File: config.mk
export PLATFORM = sky130hd
export DESIGN_NAME = apb_manager
export DESIGN_NICKNAME = d
export VERILOG_FILES = /design/src/rtl/apb_pkg.sv /design/src/rtl/apb_addr_decoder.sv /design/src/rtl/apb_manager.sv
export SDC_FILE = /design/constraint.sdc
export NUM_CORES = 1
export LEC_CHECK = 0
export BUFFER_PORTS_ARGS = -buffer_cell sky130_fd_sc_hd__buf_2
export CAP_MARGIN = 20
export CORE_AREA = 2 2 127 129
export CTS_CLUSTER_DIAMETER = 150
export DETAILED_ROUTE_END_ITERATION = 10
export DIE_AREA = 0 0 129 131
export PLACE_DENSITY = 0.63
export SYNTH_ARGS = -nofsm -noshare
export SYNTH_HDL_FRONTEND = slang
export SYNTH_SLANG_ARGS = --single-unit
File: constraint.sdc
create_clock -name clk -period 4.65 [get_ports clk]
set_input_delay 0.2325 -clock clk [delete_from_list [all_inputs] [get_ports clk]]
set_output_delay 0.2325 -clock clk [all_outputs]
set_load 0.01 [all_outputs]
File: src/rtl/apb_pkg.sv
// Shared types and helpers for the APB manager: FSM state encoding,
// protection bundle and index-width sizing.
package apb_pkg;

  typedef enum logic [1:0] {
    ST_IDLE   = 2'd0,
    ST_SETUP  = 2'd1,
    ST_ACCESS = 2'd2,
    ST_RESP   = 2'd3
  } apb_state_e;

  // Bit order matches pprot[2:0] = {instruction, nonsecure, privileged}.
  typedef struct packed {
    logic instruction;
    logic nonsecure;
    logic privileged;
  } apb_prot_t;

  function automatic int idx_width(input int n);
    return (n <= 1) ? 1 : $clog2(n);
  endfunction

endpackage

File: src/rtl/apb_addr_decoder.sv
// Maps a byte address onto one of PrphNum contiguous 2^RegionBits regions
// starting at BaseAddr; hit is low below the base or past the last region.
module apb_addr_decoder
  import apb_pkg::*;
#(
  parameter int                   AddrWidth  = 32,
  parameter int                   PrphNum    = 4,
  parameter logic [AddrWidth-1:0] BaseAddr   = '0,
  parameter int                   RegionBits = 12,
  localparam int                  IdxWidth   = idx_width(PrphNum)
) (
  input  logic [AddrWidth-1:0] addr,
  output logic [IdxWidth-1:0]  idx,
  output logic [PrphNum-1:0]   sel,
  output logic                 hit
);

  logic [AddrWidth-1:0] region;

  always_comb begin
    region = (addr - BaseAddr) >> RegionBits;
    hit    = (addr >= BaseAddr) && (region < AddrWidth'(PrphNum));
    idx    = region[IdxWidth-1:0];
    sel    = hit ? (PrphNum'(1) << idx) : '0;
  end

endmodule

File: src/rtl/apb_manager.sv
// Valid/ready request stream to APB bridge with address decode, per-lane
// response muxing and an ACCESS-phase watchdog.
//
// state  | meaning
// IDLE   | waiting for a request; req_ready high
// SETUP  | psel asserted, penable low, one cycle
// ACCESS | penable high, waiting for the selected pready or watchdog
// RESP   | response held on rsp_* until rsp_ready
module apb_manager
  import apb_pkg::*;
#(
  parameter int                   AddrWidth     = 32,
  parameter int                   DataWidth     = 32,
  parameter int                   PrphNum       = 4,
  parameter logic [AddrWidth-1:0] BaseAddr      = '0,
  parameter int                   RegionBits    = 12,
  parameter int                   TimeoutCycles = 256
) (
  input  logic                           clk,
  input  logic                           reset,
  input  logic                           req_valid,
  output logic                           req_ready,
  input  logic [AddrWidth-1:0]           req_addr,
  input  logic                           req_write,
  input  logic [DataWidth-1:0]           req_wdata,
  input  logic [DataWidth/8-1:0]         req_strb,
  input  logic [2:0]                     req_prot,
  output logic                           rsp_valid,
  input  logic                           rsp_ready,
  output logic [DataWidth-1:0]           rsp_rdata,
  output logic                           rsp_error,
  output logic                           rsp_timeout,
  output logic [AddrWidth-1:0]           paddr,
  output logic [2:0]                     pprot,
  output logic [PrphNum-1:0]             psel,
  output logic                           penable,
  output logic                           pwrite,
  output logic [DataWidth-1:0]           pwdata,
  output logic [DataWidth/8-1:0]         pstrb,
  input  logic [PrphNum-1:0]             pready,
  input  logic [PrphNum*DataWidth-1:0]   prdata,
  input  logic [PrphNum-1:0]             pslverr
);

  localparam int IdxWidth  = idx_width(PrphNum);
  localparam int StrbWidth = DataWidth / 8;
  localparam int CntWidth  = (TimeoutCycles > 0) ? $clog2(TimeoutCycles + 1) : 1;

  apb_state_e           state_q, state_d;
  logic                 ready_q, ready_d;
  logic [AddrWidth-1:0] addr_q, addr_d;
  logic                 write_q, write_d;
  logic [DataWidth-1:0] wdata_q, wdata_d;
  logic [StrbWidth-1:0] strb_q, strb_d;
  apb_prot_t            prot_q, prot_d;
  logic [IdxWidth-1:0]  idx_q, idx_d;
  logic [PrphNum-1:0]   sel_q, sel_d;
  logic [DataWidth-1:0] rdata_q, rdata_d;
  logic                 error_q, error_d;
  logic                 timeout_q, timeout_d;
  logic [CntWidth-1:0]  cnt_q, cnt_d;

  logic [IdxWidth-1:0]  dec_idx;
  logic [PrphNum-1:0]   dec_sel;
  logic                 dec_hit;
  logic                 lane_ready, lane_err, wd_expired;
  logic [DataWidth-1:0] lane_rdata;

  apb_addr_decoder #(
    .AddrWidth (AddrWidth),
    .PrphNum   (PrphNum),
    .BaseAddr  (BaseAddr),
    .RegionBits(RegionBits)
  ) u_dec (
    .addr(req_addr),
    .idx (dec_idx),
    .sel (dec_sel),
    .hit (dec_hit)
  );

  // Only the registered index steers the lane mux; other lanes are don't-care.
  always_comb begin
    lane_ready = 1'b0;
    lane_err   = 1'b0;
    lane_rdata = '0;
    for (int i = 0; i < PrphNum; i++) begin
      if (idx_q == IdxWidth'(i)) begin
        lane_ready = pready[i];
        lane_err   = pslverr[i];
        lane_rdata = prdata[i*DataWidth +: DataWidth];
      end
    end
  end

  assign wd_expired = (TimeoutCycles != 0) && (cnt_q == CntWidth'(TimeoutCycles));

  always_comb begin
    state_d   = state_q;
    addr_d    = addr_q;
    write_d   = write_q;
    wdata_d   = wdata_q;
    strb_d    = strb_q;
    prot_d    = prot_q;
    idx_d     = idx_q;
    sel_d     = sel_q;
    rdata_d   = rdata_q;
    error_d   = error_q;
    timeout_d = timeout_q;
    cnt_d     = cnt_q;
    case (state_q)
      ST_IDLE: begin
        if (req_valid && ready_q) begin
          addr_d    = req_addr;
          write_d   = req_write;
          wdata_d   = req_wdata;
          strb_d    = req_strb;
          prot_d    = apb_prot_t'(req_prot);
          idx_d     = dec_idx;
          sel_d     = dec_sel;
          rdata_d   = '0;
          timeout_d = 1'b0;
          cnt_d     = '0;
          error_d   = !dec_hit;
          state_d   = dec_hit ? ST_SETUP : ST_RESP;
        end
      end
      ST_SETUP: begin
        cnt_d   = CntWidth'(1);
        state_d = ST_ACCESS;
      end
      ST_ACCESS: begin
        if (lane_ready) begin
          error_d = lane_err;
          rdata_d = (!write_q && !lane_err) ? lane_rdata : '0;
          state_d = ST_RESP;
        end else if (wd_expired) begin
          error_d   = 1'b1;
          timeout_d = 1'b1;
          rdata_d   = '0;
          state_d   = ST_RESP;
        end else begin
          cnt_d = cnt_q + CntWidth'(1);
        end
      end
      ST_RESP: begin
        if (rsp_ready) state_d = ST_IDLE;
      end
    endcase
    ready_d = (state_d == ST_IDLE);
  end

  always_ff @(posedge clk) begin
    if (reset) begin
      state_q   <= ST_IDLE;
      ready_q   <= 1'b0;
      addr_q    <= '0;
      write_q   <= 1'b0;
      wdata_q   <= '0;
      strb_q    <= '0;
      prot_q    <= '0;
      idx_q     <= '0;
      sel_q     <= '0;
      rdata_q   <= '0;
      error_q   <= 1'b0;
      timeout_q <= 1'b0;
      cnt_q     <= '0;
    end else begin
      state_q   <= state_d;
      ready_q   <= ready_d;
      addr_q    <= addr_d;
      write_q   <= write_d;
      wdata_q   <= wdata_d;
      strb_q    <= strb_d;
      prot_q    <= prot_d;
      idx_q     <= idx_d;
      sel_q     <= sel_d;
      rdata_q   <= rdata_d;
      error_q   <= error_d;
      timeout_q <= timeout_d;
      cnt_q     <= cnt_d;
    end
  end

  logic apb_active;
  assign apb_active  = (state_q == ST_SETUP) || (state_q == ST_ACCESS);

  assign req_ready   = ready_q;
  assign rsp_valid   = (state_q == ST_RESP);
  assign rsp_rdata   = rdata_q;
  assign rsp_error   = error_q;
  assign rsp_timeout = timeout_q;
  assign paddr       = addr_q;
  assign pprot       = prot_q;
  assign pwrite      = write_q;
  assign pwdata      = wdata_q;
  assign psel        = apb_active ? sel_q : '0;
  assign penable     = (state_q == ST_ACCESS);
  assign pstrb       = (apb_active && write_q) ? strb_q : '0;

endmodule

# Word-level counts from Yosys, hierarchy flattened
# Index checks and enable logic that the tools add are counted.
dict set report classes {
  add_sub_neg 1
  n_lt_le_gt_ge 2
  eq_ne 12
  shifts 1
  mux 37
  reduce_logical 17
}
# operator n
set op_table {}
lappend op_table {{32-bit two-way mux} 8}
lappend op_table {{32-bit case mux with 2 select lines} 1}
lappend op_table {{32-bit by 1-bit greater-or-equal comparator with 1-bit output, second input constant} 1}
lappend op_table {{9-bit two-way mux} 3}
lappend op_table {{9-bit case mux with 3 select lines} 1}
lappend op_table {{20-bit by 3-bit < comparator with 1-bit output, second input constant} 1}
lappend op_table {{1-bit two-way mux} 13}
lappend op_table {{4-bit two-way mux} 3}
lappend op_table {{2-bit two-way mux} 5}
lappend op_table {{9-bit by 1-bit adder with 9-bit output, second input constant} 1}
lappend op_table {{9-bit == test, second input constant} 1}
lappend op_table {{2-bit == test, second input constant} 4}
lappend op_table {{2-bit case mux with 4 select lines} 1}
lappend op_table {{4-bit AND reduction} 2}
lappend op_table {{2-bit logical NOT} 3}
lappend op_table {{2-bit inequality test, second input constant} 3}
lappend op_table {{2-bit by 1-bit == test with 1-bit output, second input constant} 2}
lappend op_table {{1-bit logical AND} 4}
lappend op_table {{1-bit case mux with 2 select lines} 2}
lappend op_table {{1-bit by 2-bit left shift with 4-bit output, first input constant} 1}
lappend op_table {{1-bit logical NOT} 3}
lappend op_table {{3-bit by 1-bit inequality test with 1-bit output, second input constant} 1}
lappend op_table {{3-bit AND reduction} 1}
lappend op_table {{3-bit nonzero test} 1}
lappend op_table {{4 further kinds} 4}
dict set report totals {
  register_bits 124
  input_bits 212
  output_inout_bits 113
  word_cells 85
}

# Logic depth before layout (Yosys ltp)
# Gate-level depths: netlist (run 1).
dict set report logic_depth {
  ltp_word 10
  ltp_mapped 8
  mapped_depth_nobuf 7
}

# Modules after synthesis
# Synthesis (run 1) repeated with hierarchy kept, for this count alone.
dict set report hier_totals {
  hier_cells 675
  area_unflattened_um2 5796.8
}
# module n_inst cells_each area_each_um2 seq_area_each_um2
set modules_own_cells {}
lappend modules_own_cells {apb_manager 1 659 5683.0 2482.4}
lappend modules_own_cells {apb_addr_decoder 1 16 113.9 0.0}

# Worst setup path after synthesis (run 1)
# Ideal clock, no wire load.
dict set report synth_timing {
  kind {register -> register}
  start {register state_q[0]}
  end {register error_q (netlist: rsp_error)}
  setup_ns 0.117
  arrival_time_ns 1.842
  required_time_ns 4.533
  setup_slack_ns 2.691
  stages_incl_launch_ff 9
  path_buffers 1
  synth_period_minus_slack_ns 1.959
  cell_sequence {dfxtp_1 > inv_1 > ha_1 > clkinv_1 > o21a_1 > a21oi_2 > nor2_8 > buf_6 > a22o_1}
}
dict set report synth_between {
  elab_chain_len 3
  word_cells_on_any_way 7
  classes_between {eq/ne: 3; mux: 1; reduce/logical: 3}
}
# item line_no
set synth_lines {}
lappend synth_lines {{start: declaration} apb_manager.sv:49} ;# apb_state_e state_q, state_d;
lappend synth_lines {{start signal: assignment} apb_manager.sv:168} ;# state_q <= state_d;
lappend synth_lines {{2-bit == test (*)} --}
lappend synth_lines {{net penable} apb_manager.sv:36} ;# output logic penable,
lappend synth_lines {{3-bit by 1-bit inequality test with 1-bit output (no source line) or 2-bit nonzero test (tied branches)} --}
lappend synth_lines {{3-bit AND reduction (no source line)} --}
lappend synth_lines {{end signal: assignment} apb_manager.sv:178} ;# error_q <= error_d;
lappend synth_lines {{end: declaration} apb_manager.sv:59} ;# logic error_q, error_d;
# Mark *: on every way through the listed nets, which the timed path passes. The rest lies on a longest branch.
# A chain may end at the register's enable or synchronous reset.

# Final worst setup path (run 1)
dict set report layout_timing {
  start {register state_q[0]}
  end {register rdata_q[21] (netlist: rsp_rdata[21])}
}
dict set report layout_between {
  elab_chain_len 3
  word_cells_on_any_way 7
  classes_between {eq/ne: 3; mux: 1; reduce/logical: 3}
}
# item line_no
set layout_lines {}
lappend layout_lines {{2-bit == test or 2-bit logical NOT (tied branches)} apb_manager.sv:110} ;# case (state_q)
lappend layout_lines {{3-bit by 1-bit inequality test with 1-bit output (no source line), or another cell as far along} --}
lappend layout_lines {{3-bit AND reduction (no source line)} --}
lappend layout_lines {{end signal: assignment} apb_manager.sv:177} ;# rdata_q <= rdata_d;
lappend layout_lines {{end: declaration} apb_manager.sv:58} ;# logic [DataWidth-1:0] rdata_q, rdata_d;
# Parallel ways exist; a longest one is shown, timed or not.

==> results of run 1 <==
-- state kept, by name, indices dropped and copies added (netlist names), 2 cells and up --
register,cells
rsp_rdata,32
cnt_q,9
paddr,32
strb_q,4
pwdata,32
state_q,2
sel_q,4
pprot,3
-- layout by cell type (no fill, tap or decap), types with 5 or more instances in the layout --
master	count
mux4_2	34
inv_1	6
nor2_1	15
nand3_1	6
a21oi_1	81
a22o_1	33
xor2_1	7
dfxtp_1	120
clkbuf_16	17
and3_1	7
a211oi_1	5
ha_1	7
buf_2	324
buf_4	6
clkbuf_8	6
nand2_1	153
-- cells by family (layout without fill, tap and decap cells) --
family          count (synthesis)  in the layout  synth area share, %
simple gates                  212            212                 17.6
compound gates                134            134                 15.9
flops                         122            122                 45.6
buf+inv                        46            369                 3.85
mux                            34             34                 14.3
fa+ha+maj                       7              7                 1.64
xor+xnor                        7              7                 1.14
other cells                     0              2                    0
-- power by group through the flow --
stage          Clock [mW]  Sequential (mW)  Combinational (mW)
2_1_floorplan           0             1.26               0.519
3_3_place_gp            0             1.23               0.859
4_1_cts              1.50             1.21               0.866
5_1_grt              1.54             1.22               0.948
6_report             1.46             1.21               0.853
3_5_place_dp            0             1.23               0.863
-- per-layer routing --
metal | GRT usage, % | up-vias
met3 | 8.18 | 25
li1 | - | 2620
met4 | 8.06 | 4
met1 | 22.2 | 2453
met5 | 0 | -
met2 | 35.0 | 219
-- worst max-delay path by stage --
stage	to	cells past startpoint	start	slack [ns]
6_report	rsp_rdata[21]	6	state_q[0]	2.29
5_1_grt	rsp_rdata[19]	6	state_q[0]	2.08
3_5_place_dp	rsp_rdata[16]	6	state_q[0]	2.26
4_1_cts	rsp_rdata[16]	6	state_q[0]	2.25
2_1_floorplan	rsp_error	8	state_q[0]	2.69
3_3_place_gp	rsp_rdata[23]	6	state_q[0]	2.30
-- cell type report --
class / instances / share of cell area (%)
Tap cell: 216 / 3.47
Sequential cell: 122 / 31.4
Inverter: 7 / 0.337
Clock buffer: 23 / 6.51
Multi-Input combinational cell: 394 / 34.9
Clock inverter: 9 / 2.02
Antenna cell: 2 / 0.0642
Timing Repair Buffer: 330 / 21.4
-- worst max-delay path, stage by stage (launching register included) --
cell and delay (ns):
dfxtp_1 0.35, inv_1 0.12, ha_1 0.31, nand2_1 0.25
nor3_4 0.83, buf_4 0.30, a22o_1 0.14
-- through the flow --
step	power (mW)	area [um^2]	cells
CTS	3.57	7790	1101
global placement	2.08	7130	1069
finish	3.52	7800	1103
detailed placement	2.09	7130	1069
global route	3.71	7790	1102
floorplan	1.78	5360	562
==> impl_metrics.csv, run 1 <==
group,metric,value,unit
logic_synthesis,yosysTopAreaCell,"dfxtp_1",
cts,cts_sinks,122,
logic_synthesis,synth_most_common_cell,"nand2_1",
global_routing,grt_pass1_wl,26.0,mm
logic_synthesis,ys_seq_area_share,45.6,%
cells_and_area,synthToLayoutAreaGrowth,45.6,%
timing,layout_min_cycle_time,2.36,ns
cts,cts_tree,"built",
die,die_y,131,um
logic_synthesis,synth_ff_type,"dfxtp_1",
detailed_routing,dr_total_vias,5321,
critical_path,crit_path_start_kind,"register",
timing,timing.fmax,423,MHz
critical_path,rr_endpoint,"rsp_rdata[21]",
die,row_count,46,
power_and_ir_drop,switching_share,29.6,%
critical_path,crit_fanout,24,
logic_synthesis,synth_warnings,0,
power_and_ir_drop,powerDensity,451,nW/um^2
critical_path,crit_path_end_kind,"register",
critical_path,worstRegToRegCells,6,
detailed_routing,drc_errors,0,
power_and_ir_drop,power_frac_comb,24.2,%
logic_synthesis,syn_avg_cell_area,9.53,um^2
cells_and_area,layout.nets,1091,
global_routing,grt_pass1_vias,5139,
power_and_ir_drop,seqPwrFrac,34.3,%
logic_synthesis,post-synth-top-area-fraction,45.6,%
logic_synthesis,synthTopCellsByCount,"nand2_1 (153), dfxtp_1 (122), a21oi_1 (81)",
power_and_ir_drop,leakagePower,3.52,nW
critical_path,r2r_slack,2.29,ns
logic_synthesis,synth_edf_count,0,
detailed_routing,viasPerCell,4.82,
cts,numCtsBuffers,17,
timing,tightest_slew,1.00,ns
detailed_routing,top_layer,"met5",
timing,worst_slack,2.29,ns
detailed_routing,dr_wl_met3,1.54,mm
cts,cts_buffer_depth,2,
cells_and_area,drive_gt1_share,46.0,%
worst_hold_path,hold_end,"pwdata[2]",
die,fp.dieArea,16900,um^2
critical_path,cp_data_arrival_time,2.72,ns
die,pin_count,325,
timing,hold_ws,0.0516,ns
logic_synthesis,ys_types,41,
detailed_routing,wl_per_cell,16.0,um
cts,cts-htree-levels,4,
cts,cts_setup_buffers,0,
logic_synthesis,syn-num-nets,781,
power_and_ir_drop,power_frac_clock,41.5,%
power_and_ir_drop,p_int,2.48,mW
cts,ctsResizeCount,0,
critical_path,crit_type,"reg2reg",
outcome,status,"finished clean",
logic_synthesis,async_flop_share,0,%
detailed_routing,drt_iter0_drc,127,
global_routing,grt_usage,20.2,%
timing,slew_viol_final,0,
logic_synthesis,ys_seq_elements,122,
cts,insertion_delay,0.41,ns
worst_hold_path,holdPathStages,3,
detailed_routing,drtPass1Iterations,5,
timing,final-setup-viol-count,0,
power_and_ir_drop,p_sw,1.04,mW
die,initial_core_util,34.3,%
global_routing,grt_max_degree,87,
logic_synthesis,syn-cell-area,5360,um^2
worst_hold_path,hold_path_class,"in2reg",
logic_synthesis,synthCells,562,
detailed_routing,wl_met2,8.66,mm
detailed_routing,wl,17.6,mm
global_routing,antenna_found_initial,4,
timing,period_share,50.8,%
timing,rsz0062_at_grt,"false",
logic_synthesis,ys_top_cells_by_area,"dfxtp_1 (46%), mux4_2 (14%), nand2_1 (11%)",
global_routing,grt_overflow,0,
cells_and_area,seq_area,2440,um^2
cts,root_buffer,"clkbuf_16",
die,core,15600,um^2
worst_hold_path,hp-start,"req_wdata[2]",
placed_design,port_buffers,324,
placed_design,dpl.hpwl,13.1,mm
timing,fin_skew,0.00710,ns
critical_path,r2r_start,"state_q[0]",
critical_path,crit_required,5.00,ns
detailed_routing,ant_nets,0,
cts,clkSlewWorstSetupHoldPaths,0.06,ns
timing,hold_violations,0,
detailed_routing,met1Wirelength,6.99,mm
timing,finalSetupTns,0,ns
cells_and_area,fillCellCount,1528,
placed_design,dpl_worst_slack,2.26,ns
cells_and_area,final_util,50.0,%
timing,max_slew_margin,31.6,%
placed_design,gp_congestion,0.837,
cts,cts_hold_buf,0,
die,die_w,129,um
power_and_ir_drop,vdd_drop_max,224,uV
run,cap_violations,0,
cells_and_area,multi_input_area,2720,um^2
Note: power is estimated with default switching activity, not from simulation.
==> run 2, diff against run 1 <==
--- a/config.mk
+++ b/config.mk
@@ -7,11 +7,11 @@
 export LEC_CHECK = 0
 export BUFFER_PORTS_ARGS = -buffer_cell sky130_fd_sc_hd__buf_2
 export CAP_MARGIN = 20
-export CORE_AREA = 2 2 127 129
+export CORE_AREA = 2 2 125 127
 export CTS_CLUSTER_DIAMETER = 150
 export DETAILED_ROUTE_END_ITERATION = 10
-export DIE_AREA = 0 0 129 131
-export PLACE_DENSITY = 0.63
+export DIE_AREA = 0 0 127 129
+export PLACE_DENSITY = 0.65
 export SYNTH_ARGS = -nofsm -noshare
 export SYNTH_HDL_FRONTEND = slang
 export SYNTH_SLANG_ARGS = --single-unit
==> constraint.sdc (replaced) <==
create_clock -name clk -period 2.3 [get_ports clk]
set_input_delay 0.115 -clock clk [delete_from_list [all_inputs] [get_ports clk]]
set_output_delay 0.115 -clock clk [all_outputs]
set_load 0.01 [all_outputs]
==> run 2 against run 1 <==
Against the previous run: die area is 3.1% lower; first-iteration DRC count increased by 97%; wire length increased by 5.9%; sequential power rose by 100%; non-clock buffer count rose by 80; cell count rose by 4.5%; combinational power up 120%.
==> impl_metrics.csv, run 2 (same netlist as run 1, synthesis figures left out) <==
group,metric,value,unit
detailed_routing,viasPerCell,4.97,
power_and_ir_drop,vdd_drop_max,417,uV
critical_path,crit_fanout,33,
timing,max_slew_margin,66.7,%
global_routing,antenna_found_initial,0,
placed_design,dpl.hpwl,13.0,mm
timing,fin_skew,0.00997,ns
placed_design,gp_congestion,0.799,
timing,period_share,88.3,%
power_and_ir_drop,seqPwrFrac,35.0,%
cts,cts_setup_buffers,0,
cts,cts_tree,"built",
timing,tightest_slew,0.499,ns
die,core,15000,um^2
power_and_ir_drop,powerDensity,821,nW/um^2
cells_and_area,layout.nets,1171,
detailed_routing,dr_total_vias,5731,
cts,ctsResizeCount,0,
die,pin_count,325,
placed_design,dpl_worst_slack,0.254,ns
detailed_routing,ant_nets,0,
detailed_routing,wl_per_cell,16.2,um
detailed_routing,drc_errors,0,
worst_hold_path,hold_path_class,"in2reg",
cts,cts_buffer_depth,2,
timing,final-setup-viol-count,0,
global_routing,grt_pass1_vias,5694,
die,row_count,45,
timing,worst_slack,0.268,ns
timing,rsz0062_at_grt,"false",
worst_hold_path,holdPathStages,3,
cts,insertion_delay,0.41,ns
detailed_routing,drtPass1Iterations,4,
timing,finalSetupTns,0,ns
critical_path,r2r_slack,0.27,ns
critical_path,rr_endpoint,"rsp_rdata[18]",
timing,timing.fmax,492,MHz
power_and_ir_drop,power_frac_clock,37.7,%
power_and_ir_drop,totalPowerFinal,6.96,mW
critical_path,worstRegToRegCells,5,
critical_path,cp_data_arrival_time,2.38,ns
critical_path,r2r_start,"paddr[12]",
worst_hold_path,hold_end,"rsp_rdata[5]",
cells_and_area,final_common_cell,"buf_2",
cells_and_area,synthToLayoutAreaGrowth,58.3,%
cts,root_buffer,"clkbuf_16",
global_routing,grt_usage,22.2,%
placed_design,port_buffers,324,
power_and_ir_drop,power_frac_comb,27.4,%
timing,slew_viol_final,0,
global_routing,grt_overflow,0,
outcome,status,"finished clean",
critical_path,crit_path_end_kind,"register",
worst_hold_path,hp-start,"prdata[69]",
cts,numCtsBuffers,17,
die,die_w,127,um
die,fp.dieArea,16400,um^2
power_and_ir_drop,leakagePower,3.83,nW
timing,hold_ws,0.127,ns
cts,clkSlewWorstSetupHoldPaths,0.05,ns
die,die_y,129,um
detailed_routing,drt_iter0_drc,250,
detailed_routing,wl,18.6,mm
timing,layout_min_cycle_time,2.03,ns
cts,cts-htree-levels,4,
critical_path,crit_required,2.65,ns
cts,cts_hold_buf,72,
run,cap_violations,0,
cts,cts_sinks,122,
power_and_ir_drop,switching_share,31.1,%
cells_and_area,diodes,0,
global_routing,grt_pass1_wl,28.5,mm
critical_path,crit_path_start_kind,"register",
global_routing,grt_max_degree,79,
power_and_ir_drop,p_sw,2.16,mW
cells_and_area,drive_gt1_share,42.7,%
die,initial_core_util,35.8,%
cells_and_area,final_cell_mix,"buf_2 (324), nand2_1 (153), dfxtp_1 (120)",
timing,hold_violations,0,
power_and_ir_drop,p_int,4.80,mW
critical_path,crit_type,"reg2reg",
run 2: cell count changes in the layout (fill, tap and decap cells not counted), moves of 3 or more:
cell,before,now
buf_4,6,12
clkbuf_1,0,3
dlygate4sd3_1,0,72
clkbuf_8,6,2
run 2: layer usage:
layer	vias up	share of wire (%)	wire length, um	GRT usage (%)
li1	2777	-	-	-
met1	2648	37	6910	23.9
met2	260	50	9320	38.4
met3	46	9.1	1710	8.32
met4	0	3.7	694	11.6
met5	-	0	0	0
run 2: power groups by stage:
stage	combinational, mW	sequential [mW]	clock [mW]
final	1.90	2.44	2.62
after floorplan	1.05	2.54	0
after global placement	1.81	2.47	0
after global routing	2.10	2.47	2.78
after detailed placement	1.81	2.48	0
after CTS	1.91	2.44	2.68
run 2: stage by stage:
step                utilization [%]  std cells  instance area [um^2]
floorplan                         -        562                  5360
global placement               47.9       1049                  7180
detailed placement             47.9       1049                  7180
CTS                            56.6       1153                  8480
global route                   56.6       1153                  8480
finish                         56.6       1153                  8480
run 2: final cells by class:
class / instances / area [um^2]
clock inverter: 10 / 118
multi-input combinational: 394 / 2720
sequential: 122 / 2440
fill: 1329 / 6500
timing repair buffer: 410 / 2470
inverter: 7 / 26.3
clock buffer: 22 / 464
tap: 188 / 235
run 2: critical path: stages, from the launching register on:
cell     delay, ns
dfxtp_2       0.39
mux4_2        0.58
a21oi_4       0.24
a21oi_2       0.13
nor2_8        0.37
a22o_1        0.22
run 2: how the worst max path moves through the flow:
| stage | from | end | slack, ns | cells past startpoint |
|---|---|---|---|---|
| after CTS | paddr[12] | rsp_rdata[18] | 0.25 | 5 |
| after global placement | paddr[12] | rsp_rdata[21] | 0.31 | 5 |
| after floorplan | state_q[0] | rsp_error | 0.34 | 8 |
| final | paddr[12] | rsp_rdata[18] | 0.27 | 5 |
| after global routing | paddr[12] | rsp_rdata[17] | 0.13 | 5 |
| after detailed placement | paddr[12] | rsp_rdata[27] | 0.25 | 5 |
==> run 3, diff against run 2 <==
--- a/config.mk
+++ b/config.mk
@@ -11,7 +11,7 @@
 export CTS_CLUSTER_DIAMETER = 150
 export DETAILED_ROUTE_END_ITERATION = 10
 export DIE_AREA = 0 0 127 129
-export PLACE_DENSITY = 0.65
+export PLACE_DENSITY = 0.68
 export SYNTH_ARGS = -nofsm -noshare
 export SYNTH_HDL_FRONTEND = slang
 export SYNTH_SLANG_ARGS = --single-unit
==> run 3 against run 2 <==
Against the previous run: clock-buffer cell count is 1 lower; largest power group unchanged; first-iteration DRC count is 3.2% lower; setup slack better by 0.045 ns; sequential cell count stayed put; global-route usage is 1.1 points higher; die area stayed put; clock skew is 0.0013 ns lower; register-to-register slack better by 0.05 ns; combinational power hardly changed; highest routed layer unchanged; largest cell class unchanged; design area is 0.83% higher; clock power is 8.4% higher.
==> impl_metrics.csv, run 3 (same netlist as run 1, synthesis figures left out) <==
group,metric,value,unit
critical_path,crit_type,"reg2reg",
critical_path,r2r_start,"paddr[12]",
global_routing,grt_pass1_vias,5756,
outcome,status,"finished clean",
cells_and_area,layout.nets,1170,
die,core,15000,um^2
global_routing,grtUsageMet3,9.69,%
cts,cts_tree,"built",
global_routing,antenna_found_initial,4,
cts,clkSlewWorstSetupHoldPaths,0.06,ns
placed_design,dpl.hpwl,13.3,mm
detailed_routing,dr_total_vias,5763,
critical_path,crit_fanout,33,
detailed_routing,drt_iter0_drc,242,
cells_and_area,final_util,57.1,%
cts,cts-htree-levels,4,
cts,root_buffer,"clkbuf_16",
detailed_routing,ant_nets,0,
critical_path,cp_data_arrival_time,2.34,ns
critical_path,crit_path_end_kind,"register",
power_and_ir_drop,powerDensity,840,nW/um^2
global_routing,top_usage_layer,"met2",
timing,layout_min_cycle_time,1.99,ns
worst_hold_path,hp-start,"prdata[102]",
cells_and_area,fillCellCount,1273,
placed_design,dpl_worst_slack,0.341,ns
die,die_w,127,um
cells_and_area,stdcell_count,1155,
placed_design,port_buffers,324,
detailed_routing,viasPerCell,4.99,
run,cap_violations,0,
global_routing,met1_usage,25.0,%
placed_design,gp_congestion,0.818,
critical_path,crit_path_start_kind,"register",
power_and_ir_drop,vdd_drop_max,667,uV
die,fp.dieArea,16400,um^2
critical_path,startpoint,"paddr[12]",
global_routing,grt.met2_usage,40.4,%
die,initial_core_util,35.8,%
timing,hold_ws,0.123,ns
cts,numCtsBuffers,17,
worst_hold_path,hold_path_class,"in2reg",
cts,cts_setup_buffers,0,
timing,max_slew_margin,66.4,%
timing,slew_viol_final,0,
global_routing,grt_pass1_wl,29.6,mm
placed_design,dpl.cell_count,1048,
detailed_routing,wl,19.6,mm
global_routing,grt_usage,23.3,%
timing,period_share,86.4,%
timing,fin_skew,0.00870,ns
detailed_routing,drc_errors,0,
cells_and_area,synthToLayoutAreaGrowth,59.6,%
die,die_y,129,um
cells_and_area,drive_gt1_share,42.6,%
detailed_routing,drtPass1Iterations,4,
cells_and_area,seq_area,2440,um^2
critical_path,crit_required,2.65,ns
worst_hold_path,hold_end,"rsp_rdata[6]",
critical_path,r2r_slack,0.31,ns
detailed_routing,wl_per_cell,16.9,um
critical_path,worstRegToRegCells,5,
global_routing,grt_max_degree,79,
timing,rsz0062_at_grt,"false",
cells_and_area,multi_input_area,2720,um^2
die,pin_count,325,
timing,tightest_slew,0.504,ns
worst_hold_path,holdPathStages,3,
cts,cts_buffer_depth,2,
cts,cts_sinks,122,
timing,worst_slack,0.313,ns
timing,hold_violations,0,
timing,timing.fmax,503,MHz
die,row_count,45,
timing,final-setup-viol-count,0,
cells_and_area,final_cell_mix,"buf_2 (324), nand2_1 (153), dfxtp_1 (121)",
timing,finalSetupTns,0,ns
global_routing,grt_overflow,0,
cells_and_area,final_common_cell,"buf_2",
power_and_ir_drop,leakagePower,3.85,nW
critical_path,rr_endpoint,"rsp_rdata[17]",
cts,insertion_delay,0.42,ns
## run 3: critical path, stage by stage (launching register included)
cell and delay [ns]:
dfxtp_2 0.34, mux4_2 0.56, a21oi_4 0.24, a21oi_2 0.13
nor2_8 0.39, a22o_1 0.23
## run 3: cell type report
class	count	area share (%)
diodes	3	0.0878
clock inverters	11	1.96
flip-flops and latches	122	28.6
well taps	188	2.75
inverters	7	0.307
clock buffers	21	5.39
multi-input cells	394	31.8
repair buffers	409	29.1
## run 3: repair_timing
| item | 4_1_cts | 5_1_grt |
|---|---|---|
| endpoints found under the hold margin | 75 | 0 |
| setup endpoints to repair | 0 | 0 |
| hold buffers | 72 | 0 |
| resized for setup | 0 | 0 |
## run 3: worst max-delay path by stage
| stage | endpoint | slack, ns | cells past startpoint |
|---|---|---|---|
| 2_1_floorplan | rsp_error | 0.34 | 8 |
| 3_3_place_gp | rsp_rdata[18] | 0.38 | 4 |
| 3_5_place_dp | rsp_rdata[15] | 0.34 | 5 |
| 4_1_cts | rsp_rdata[0] | 0.30 | 5 |
| 5_1_grt | rsp_rdata[24] | 0.22 | 5 |
| 6_report | rsp_rdata[17] | 0.31 | 5 |
## run 3: metrics by stage
| step | power, mW | cell area [um^2] |
|---|---|---|
| 2_1_floorplan | 3.59 | 5360 |
| 3_3_place_gp | 4.27 | 7190 |
| 3_5_place_dp | 4.28 | 7190 |
| 4_1_cts | 7.23 | 8540 |
| 5_1_grt | 7.56 | 8550 |
| 6_report | 7.18 | 8550 |
## run 3: power by group
group	internal, mW	leakage (nW)	switching, mW
combinational	0.831	2.56	1.08
clock	1.87	0.303	0.973
sequential	2.31	0.987	0.118
## run 3: per-layer routing
layer	vias up	routed length [um]	share of wire [%]
met5	-	0	0
met4	0	694	3.5
met3	48	1730	8.8
met2	277	9680	49
met1	2665	7470	38
li1	2773	-	-
